<file path="src/rtl/tlb_op_ctrl_pkg.sv">
// Shared definitions for the TLB op controller: op codes, FSM states, CP0 field positions.
// Optional feature macro: TLB_WIRED_EN (adds the CP0 Wired bound on Random).
package tlb_op_ctrl_pkg;

  typedef enum logic [1:0] {
    OP_TLBP  = 2'd0,
    OP_TLBR  = 2'd1,
    OP_TLBWI = 2'd2,
    OP_TLBWR = 2'd3
  } tlb_op_e;

  typedef enum logic [1:0] {
    S_IDLE = 2'd0,
    S_EXEC = 2'd1,
    S_RESP = 2'd2
  } tlb_state_e;

  // EntryHi / EntryLo field positions
  localparam int unsigned HI_VPN2_LSB = 13;
  localparam int unsigned HI_ASID_MSB = 7;
  localparam int unsigned LO_PFN_MSB  = 25;
  localparam int unsigned LO_PFN_LSB  = 6;
  localparam int unsigned LO_C_MSB    = 5;
  localparam int unsigned LO_C_LSB    = 3;
  localparam int unsigned LO_D_BIT    = 2;
  localparam int unsigned LO_V_BIT    = 1;
  localparam int unsigned LO_G_BIT    = 0;

  // Operand snapshot taken at accept; drives the TLB write/search ports
  typedef struct packed {
    logic [18:0] vpn2;
    logic [7:0]  asid;
    logic        g;
    logic [19:0] pfn0;
    logic [2:0]  c0;
    logic        d0;
    logic        v0;
    logic [19:0] pfn1;
    logic [2:0]  c1;
    logic        d1;
    logic        v1;
  } tlb_entry_t;

endpackage

</file>
<file path="src/rtl/tlb_random_cnt.sv">
// CP0 Random counter: free-running down-counter over the replaceable TLB entries.
// With TLB_WIRED_EN the lower bound comes from CP0 Wired.
module tlb_random_cnt #(
  parameter  int unsigned TLBNUM = 16,
  localparam int unsigned IW     = $clog2(TLBNUM)
) (
  input  logic          clk,
  input  logic          resetn,
`ifdef TLB_WIRED_EN
  input  logic [IW-1:0] wired,
`endif
  output logic [IW-1:0] random
);

  localparam logic [IW-1:0] TOP = IW'(TLBNUM - 1);

`ifdef TLB_WIRED_EN
  logic [IW-1:0] wired_q;

  // Any Wired update restarts Random at the top of the range
  always_ff @(posedge clk or negedge resetn) begin
    if (!resetn) begin
      random  <= TOP;
      wired_q <= '0;
    end else begin
      wired_q <= wired;
      if ((wired != wired_q) || (wired >= TOP) || (random <= wired)) begin
        random <= TOP;
      end else begin
        random <= random - IW'(1);
      end
    end
  end
`else
  always_ff @(posedge clk or negedge resetn) begin
    if (!resetn) begin
      random <= TOP;
    end else if (random == '0) begin
      random <= TOP;
    end else begin
      random <= random - IW'(1);
    end
  end
`endif

endmodule

</file>
<file path="src/rtl/tlb_op_ctrl.sv">
// TLB op controller: runs TLBP/TLBR/TLBWI/TLBWR for WB with a fixed accept->done latency of 2.
// Optional feature macro: TLB_WIRED_EN (exposes cp0_wired to bound the Random counter).
module tlb_op_ctrl
  import tlb_op_ctrl_pkg::*;
#(
  parameter  int unsigned TLBNUM = 16,
  localparam int unsigned IW     = $clog2(TLBNUM)
) (
  input  logic          clk,
  input  logic          resetn,
  input  logic          op_valid,
  input  logic [1:0]    op_code,
  output logic          op_ready,
  output logic          op_done,
  output logic          tlb_flush,
  input  logic [IW-1:0] cp0_index,
  input  logic [31:0]   cp0_entryhi,
  input  logic [31:0]   cp0_entrylo0,
  input  logic [31:0]   cp0_entrylo1,
`ifdef TLB_WIRED_EN
  input  logic [IW-1:0] cp0_wired,
`endif
  output logic [IW-1:0] cp0_random,
  output logic [18:0]   s1_vpn2,
  output logic          s1_odd_page,
  output logic [7:0]    s1_asid,
  input  logic          s1_found,
  input  logic [IW-1:0] s1_index,
  output logic          we,
  output logic [IW-1:0] w_index,
  output logic [18:0]   w_vpn2,
  output logic [7:0]    w_asid,
  output logic          w_g,
  output logic [19:0]   w_pfn0,
  output logic [2:0]    w_c0,
  output logic          w_d0,
  output logic          w_v0,
  output logic [19:0]   w_pfn1,
  output logic [2:0]    w_c1,
  output logic          w_d1,
  output logic          w_v1,
  output logic [IW-1:0] r_index,
  input  logic [18:0]   r_vpn2,
  input  logic [7:0]    r_asid,
  input  logic          r_g,
  input  logic [19:0]   r_pfn0,
  input  logic [2:0]    r_c0,
  input  logic          r_d0,
  input  logic          r_v0,
  input  logic [19:0]   r_pfn1,
  input  logic [2:0]    r_c1,
  input  logic          r_d1,
  input  logic          r_v1,
  output logic          wb_index_we,
  output logic          wb_index_p,
  output logic [IW-1:0] wb_index_idx,
  output logic          wb_entry_we,
  output logic [31:0]   wb_entryhi,
  output logic [31:0]   wb_entrylo0,
  output logic [31:0]   wb_entrylo1
);

  tlb_state_e    state;
  tlb_op_e       op_q;
  logic [IW-1:0] idx_q;
  logic [IW-1:0] widx_q;
  tlb_entry_t    ent_q;

  // Reserved CP0 bits never reach the TLB
  logic unused_cp0_bits;
  assign unused_cp0_bits = ^{cp0_entryhi[HI_VPN2_LSB-1:HI_ASID_MSB+1],
                             cp0_entrylo0[31:LO_PFN_MSB+1], cp0_entrylo1[31:LO_PFN_MSB+1]};

  tlb_random_cnt #(.TLBNUM(TLBNUM)) u_random (
    .clk    (clk),
    .resetn (resetn),
`ifdef TLB_WIRED_EN
    .wired  (cp0_wired),
`endif
    .random (cp0_random)
  );

  // TLB port drives come straight from the accept-time snapshot
  assign s1_vpn2     = ent_q.vpn2;
  assign s1_asid     = ent_q.asid;
  assign s1_odd_page = 1'b0;
  assign r_index     = idx_q;
  assign w_index     = widx_q;
  assign w_vpn2      = ent_q.vpn2;
  assign w_asid      = ent_q.asid;
  assign w_g         = ent_q.g;
  assign w_pfn0      = ent_q.pfn0;
  assign w_c0        = ent_q.c0;
  assign w_d0        = ent_q.d0;
  assign w_v0        = ent_q.v0;
  assign w_pfn1      = ent_q.pfn1;
  assign w_c1        = ent_q.c1;
  assign w_d1        = ent_q.d1;
  assign w_v1        = ent_q.v1;

  // IDLE -> EXEC -> RESP -> IDLE; strobes default low so each lasts one cycle
  always_ff @(posedge clk or negedge resetn) begin
    if (!resetn) begin
      state        <= S_IDLE;
      op_ready     <= 1'b1;
      op_q         <= OP_TLBP;
      idx_q        <= '0;
      widx_q       <= '0;
      ent_q        <= '0;
      we           <= 1'b0;
      op_done      <= 1'b0;
      tlb_flush    <= 1'b0;
      wb_index_we  <= 1'b0;
      wb_index_p   <= 1'b0;
      wb_index_idx <= '0;
      wb_entry_we  <= 1'b0;
      wb_entryhi   <= '0;
      wb_entrylo0  <= '0;
      wb_entrylo1  <= '0;
    end else begin
      we           <= 1'b0;
      op_done      <= 1'b0;
      tlb_flush    <= 1'b0;
      wb_index_we  <= 1'b0;
      wb_index_p   <= 1'b0;
      wb_index_idx <= '0;
      wb_entry_we  <= 1'b0;
      wb_entryhi   <= '0;
      wb_entrylo0  <= '0;
      wb_entrylo1  <= '0;
      case (state)
        S_IDLE: begin
          if (op_valid) begin
            state      <= S_EXEC;
            op_ready   <= 1'b0;
            op_q       <= tlb_op_e'(op_code);
            idx_q      <= cp0_index;
            widx_q     <= (tlb_op_e'(op_code) == OP_TLBWR) ? cp0_random : cp0_index;
            we         <= (tlb_op_e'(op_code) == OP_TLBWI) || (tlb_op_e'(op_code) == OP_TLBWR);
            ent_q.vpn2 <= cp0_entryhi[31:HI_VPN2_LSB];
            ent_q.asid <= cp0_entryhi[HI_ASID_MSB:0];
            ent_q.g    <= cp0_entrylo0[LO_G_BIT] & cp0_entrylo1[LO_G_BIT];
            ent_q.pfn0 <= cp0_entrylo0[LO_PFN_MSB:LO_PFN_LSB];
            ent_q.c0   <= cp0_entrylo0[LO_C_MSB:LO_C_LSB];
            ent_q.d0   <= cp0_entrylo0[LO_D_BIT];
            ent_q.v0   <= cp0_entrylo0[LO_V_BIT];
            ent_q.pfn1 <= cp0_entrylo1[LO_PFN_MSB:LO_PFN_LSB];
            ent_q.c1   <= cp0_entrylo1[LO_C_MSB:LO_C_LSB];
            ent_q.d1   <= cp0_entrylo1[LO_D_BIT];
            ent_q.v1   <= cp0_entrylo1[LO_V_BIT];
          end
        end
        S_EXEC: begin
          state     <= S_RESP;
          op_done   <= 1'b1;
          tlb_flush <= (op_q != OP_TLBP);
          if (op_q == OP_TLBP) begin
            wb_index_we  <= 1'b1;
            wb_index_p   <= ~s1_found;
            wb_index_idx <= s1_found ? s1_index : '0;
          end else if (op_q == OP_TLBR) begin
            wb_entry_we <= 1'b1;
            wb_entryhi  <= {r_vpn2, 5'b0, r_asid};
            wb_entrylo0 <= {6'b0, r_pfn0, r_c0, r_d0, r_v0, r_g};
            wb_entrylo1 <= {6'b0, r_pfn1, r_c1, r_d1, r_v1, r_g};
          end
        end
        S_RESP: begin
          state    <= S_IDLE;
          op_ready <= 1'b1;
        end
        default: begin
          state    <= S_IDLE;
          op_ready <= 1'b1;
        end
      endcase
    end
  end

endmodule

</file>
<file path="config.mk">
export PLATFORM = sky130hd
export DESIGN_NAME = tlb_op_ctrl
export DESIGN_NICKNAME = d
export VERILOG_FILES = /design/src/rtl/tlb_op_ctrl_pkg.sv /design/src/rtl/tlb_random_cnt.sv /design/src/rtl/tlb_op_ctrl.sv
export SDC_FILE = /design/constraint.sdc
export NUM_CORES = 1
export LEC_CHECK = 0
export ABC_AREA = 1
export CAP_MARGIN = 5
export CORE_AREA = 2 2 161 163
export DETAILED_ROUTE_END_ITERATION = 7
export DIE_AREA = 0 0 163 165
export PLACE_DENSITY_LB_ADDON = 0.12
export SKIP_CTS_REPAIR_TIMING = 1
export SLEW_MARGIN = 20
export SYNTH_ARGS = -nofsm -noshare
export SYNTH_HDL_FRONTEND = slang
export SYNTH_SLANG_ARGS = --single-unit
</file>
<file path="constraint.sdc">
create_clock -name clk -period 1.82 [get_ports clk]
set_clock_uncertainty 0.05 [all_clocks]
set_input_delay 0.364 -clock clk [delete_from_list [all_inputs] [get_ports clk]]
set_output_delay 0.364 -clock clk [all_outputs]
set_load 0.02 [all_outputs]
</file>
==> metrics <==
Pleak around 7.6 nW; fraction of layout cells with a size suffix above 1 6.03%; CTS root buf clkbuf_16; DPL Wire Length roughly 16,000 um; Fin. Hold Viols 0; CTS Buf Count 17; MaxCap Viol Count 0; antenna cells 0; Mapped Cells 742; vias in the first global route between 5,000 and 6,000; largest stage delay on the critical path 0.63 ns; CTS H-tree depth 4; Clock transition at path regs 0.08 ns; reg2reg path depth 4; Pwr Density 1040 mW/mm2; placement row count just under 60; NumNets Final ~1,300; All-Layer GR Usage between 10% and 20%; Die Height roughly 170 um; Initial Util 27.9%; routed len/inst 15.5 um; Clk Latency, worst-skew pair 0.42 ns; via-per-instance ratio 4.05; GPL Wtd Cong 0.763; commonest non-fill, non-tap cell in the layout nand2_1; Crit. End Element output port; worst IR drop on VDD just under 0.7 mV; CP max FO 1; fin worst setup slack 0.0335 ns; Post-route DRC 0; Reg-to-Reg End wb_entrylo1[10]$_DFF_PN0_; Hold Path Class input pin to register; total routed wirelength 22,400 um; post-layout min period ~1.8 ns; YS warnings 0; pre-CTS setup slack about 0.16 ns; register area between 0.004 and 0.005 mm2; Critical Path Sink wb_entrylo1[3]; crit path from wb_entrylo1[3]$_DFF_PN0_; stages on the worst setup path 1; post-route cell area 0.0120 mm2; core area 0.0250 mm2; Synth Register Bits 183; antenna violations before repair 0; Syn Std Cell Area around 0.0070 mm2; Fmax roughly 560 MHz; sequential share of the synthesized area ~66%; period utilisation layout ~98%; reg-to-reg startpoint op_q[1]$_DFFE_PN0P_; Critical Path AT around 1.4 ns; Layout area overhead 72.7%; die area about 0.027 mm2; First-pass DRT Iterations 4; DP Area 0.0110 mm2; Die X 163 um; 1st-iter DRT viols 297; num ports 413; relative slew slack 63.9%; Distinct cells, synth 18; slowest library cell on the worst path clkdlybuf4s50_1; CTS tree built; first-pass GRT wire length 33,500 um; largest net degree at the start of global routing 82; clock sink count 183; most frequent cells in the layout nand2_1, clkdlybuf4s50_1, dfrtp_1; port bufs 377; Worst Path Buf+Inv 1; grt ovf 0; status finished, final reports clean; post-layout util 48.1%; RSZ-0062 raised after global routing false; Mapped Avg Cell Area 9.40 um2; cell family with most CP delay buffers and inverters; post-route ant nets 0; startpoint types register; Multi-input gate area 0.00186 mm2; final slew viol count 0; fillers 2,407; PnR Total Power around 13 mW; Crit Path Class register to output port; R2R setup slack 0.53 ns; CP cell instances clkdlybuf4s50_1; via count 5,840; critical path required time about 1.4 ns; Final setup viols 0; clk buf depth 2; Worst-Margin Slew roughly 0.54 ns
logic make-up after synthesis:
family | synth area share [%]
xor+xnor | 0.126
fa+ha+maj | 0.179
other cells | 0.0538
compound gates | 0.215
simple gates | 25.0
flops | 65.8
buf+inv | 8.65
sequential cells by signal (all words and copies together) (netlist names), 2 cells and up:
register / cells
op_q: 2
r_index: 4
s1_asid: 8
s1_vpn2: 19
state: 2
u_random.random: 4
w_c0: 3
w_c1: 3
w_index: 4
w_pfn0: 20
w_pfn1: 20
wb_entryhi: 27
wb_entrylo0: 25
wb_entrylo1: 26
wb_index_idx: 4
area by class of cell:
| type | instances | share of cell area [%] |
|---|---|---|
| flip-flops and latches | 183 | 38.1 |
| repair buffers | 401 | 37.8 |
| multi-input cells | 480 | 15.4 |
| clock buffers | 17 | 3.53 |
| well taps | 330 | 3.43 |
| clock inverters | 15 | 1.27 |
| inverters | 16 | 0.499 |
stage by stage:
step	hold WS [ns]	TNS (ns)	cells
after global routing	0.398	0	1442
after global placement	0.338	0	1409
after floorplan	0.0184	0	759
after detailed placement	0.346	0	1409
after CTS	-0.116	-4.94	1441
final	0.412	0	1442
worst reg2reg max path, stage by stage (launching register included):
cell,delay [ns]
dfrtp_1,0.43
nor2_4,0.14
buf_12,0.30
nand2_1,0.16
nor2_1,0.14
power breakdown:
| part | switching (mW) | internal [mW] | total (mW) |
|---|---|---|---|
| Combinational | 2.15 | 1.78 | 3.93 |
| Sequential | 0.324 | 4.64 | 4.96 |
| Clock | 1.80 | 1.83 | 3.63 |
worst min path at each step:
stage / startpoint / to / slack [ns] / cells past startpoint
CTS: resetn / wb_entrylo1[13]$_DFF_PN0_ / -0.12 / 1
finish: r_vpn2[12] / wb_entryhi[25]$_DFF_PN0_ / 0.41 / 3
floorplan: resetn / op_done$_DFF_PN0_ / 0.02 / 0
detailed placement: resetn / wb_entrylo1[13]$_DFF_PN0_ / 0.35 / 1
global placement: resetn / wb_entrylo1[13]$_DFF_PN0_ / 0.34 / 1
global route: r_vpn2[3] / wb_entryhi[16]$_DFF_PN0_ / 0.40 / 3
Yosys cell counts, drive strengths merged:
library cell  count  share of area [%]
xor2              1               0.13
ha                1               0.18
buf              80                7.8
nand3             6               0.43
nand4             1              0.090
conb              1              0.054
inv              16               0.86
nor2             93                5.2
o21ai             3               0.22
nor3              1              0.072
dfrtp           178                 64
nand2           356                 19
dfstp             5                1.9
layer usage:
layer  part of all wire, %  global-route usage [%]  up-vias
met1                    41                    19.8     2732
met3                   7.9                    5.40       11
met5                     0                       0        -
met2                    50                    28.1      232
met4                  0.96                    3.66        0
li1                      -                       -     2865
No activity file was read; power rests on OpenSTA's default activity.
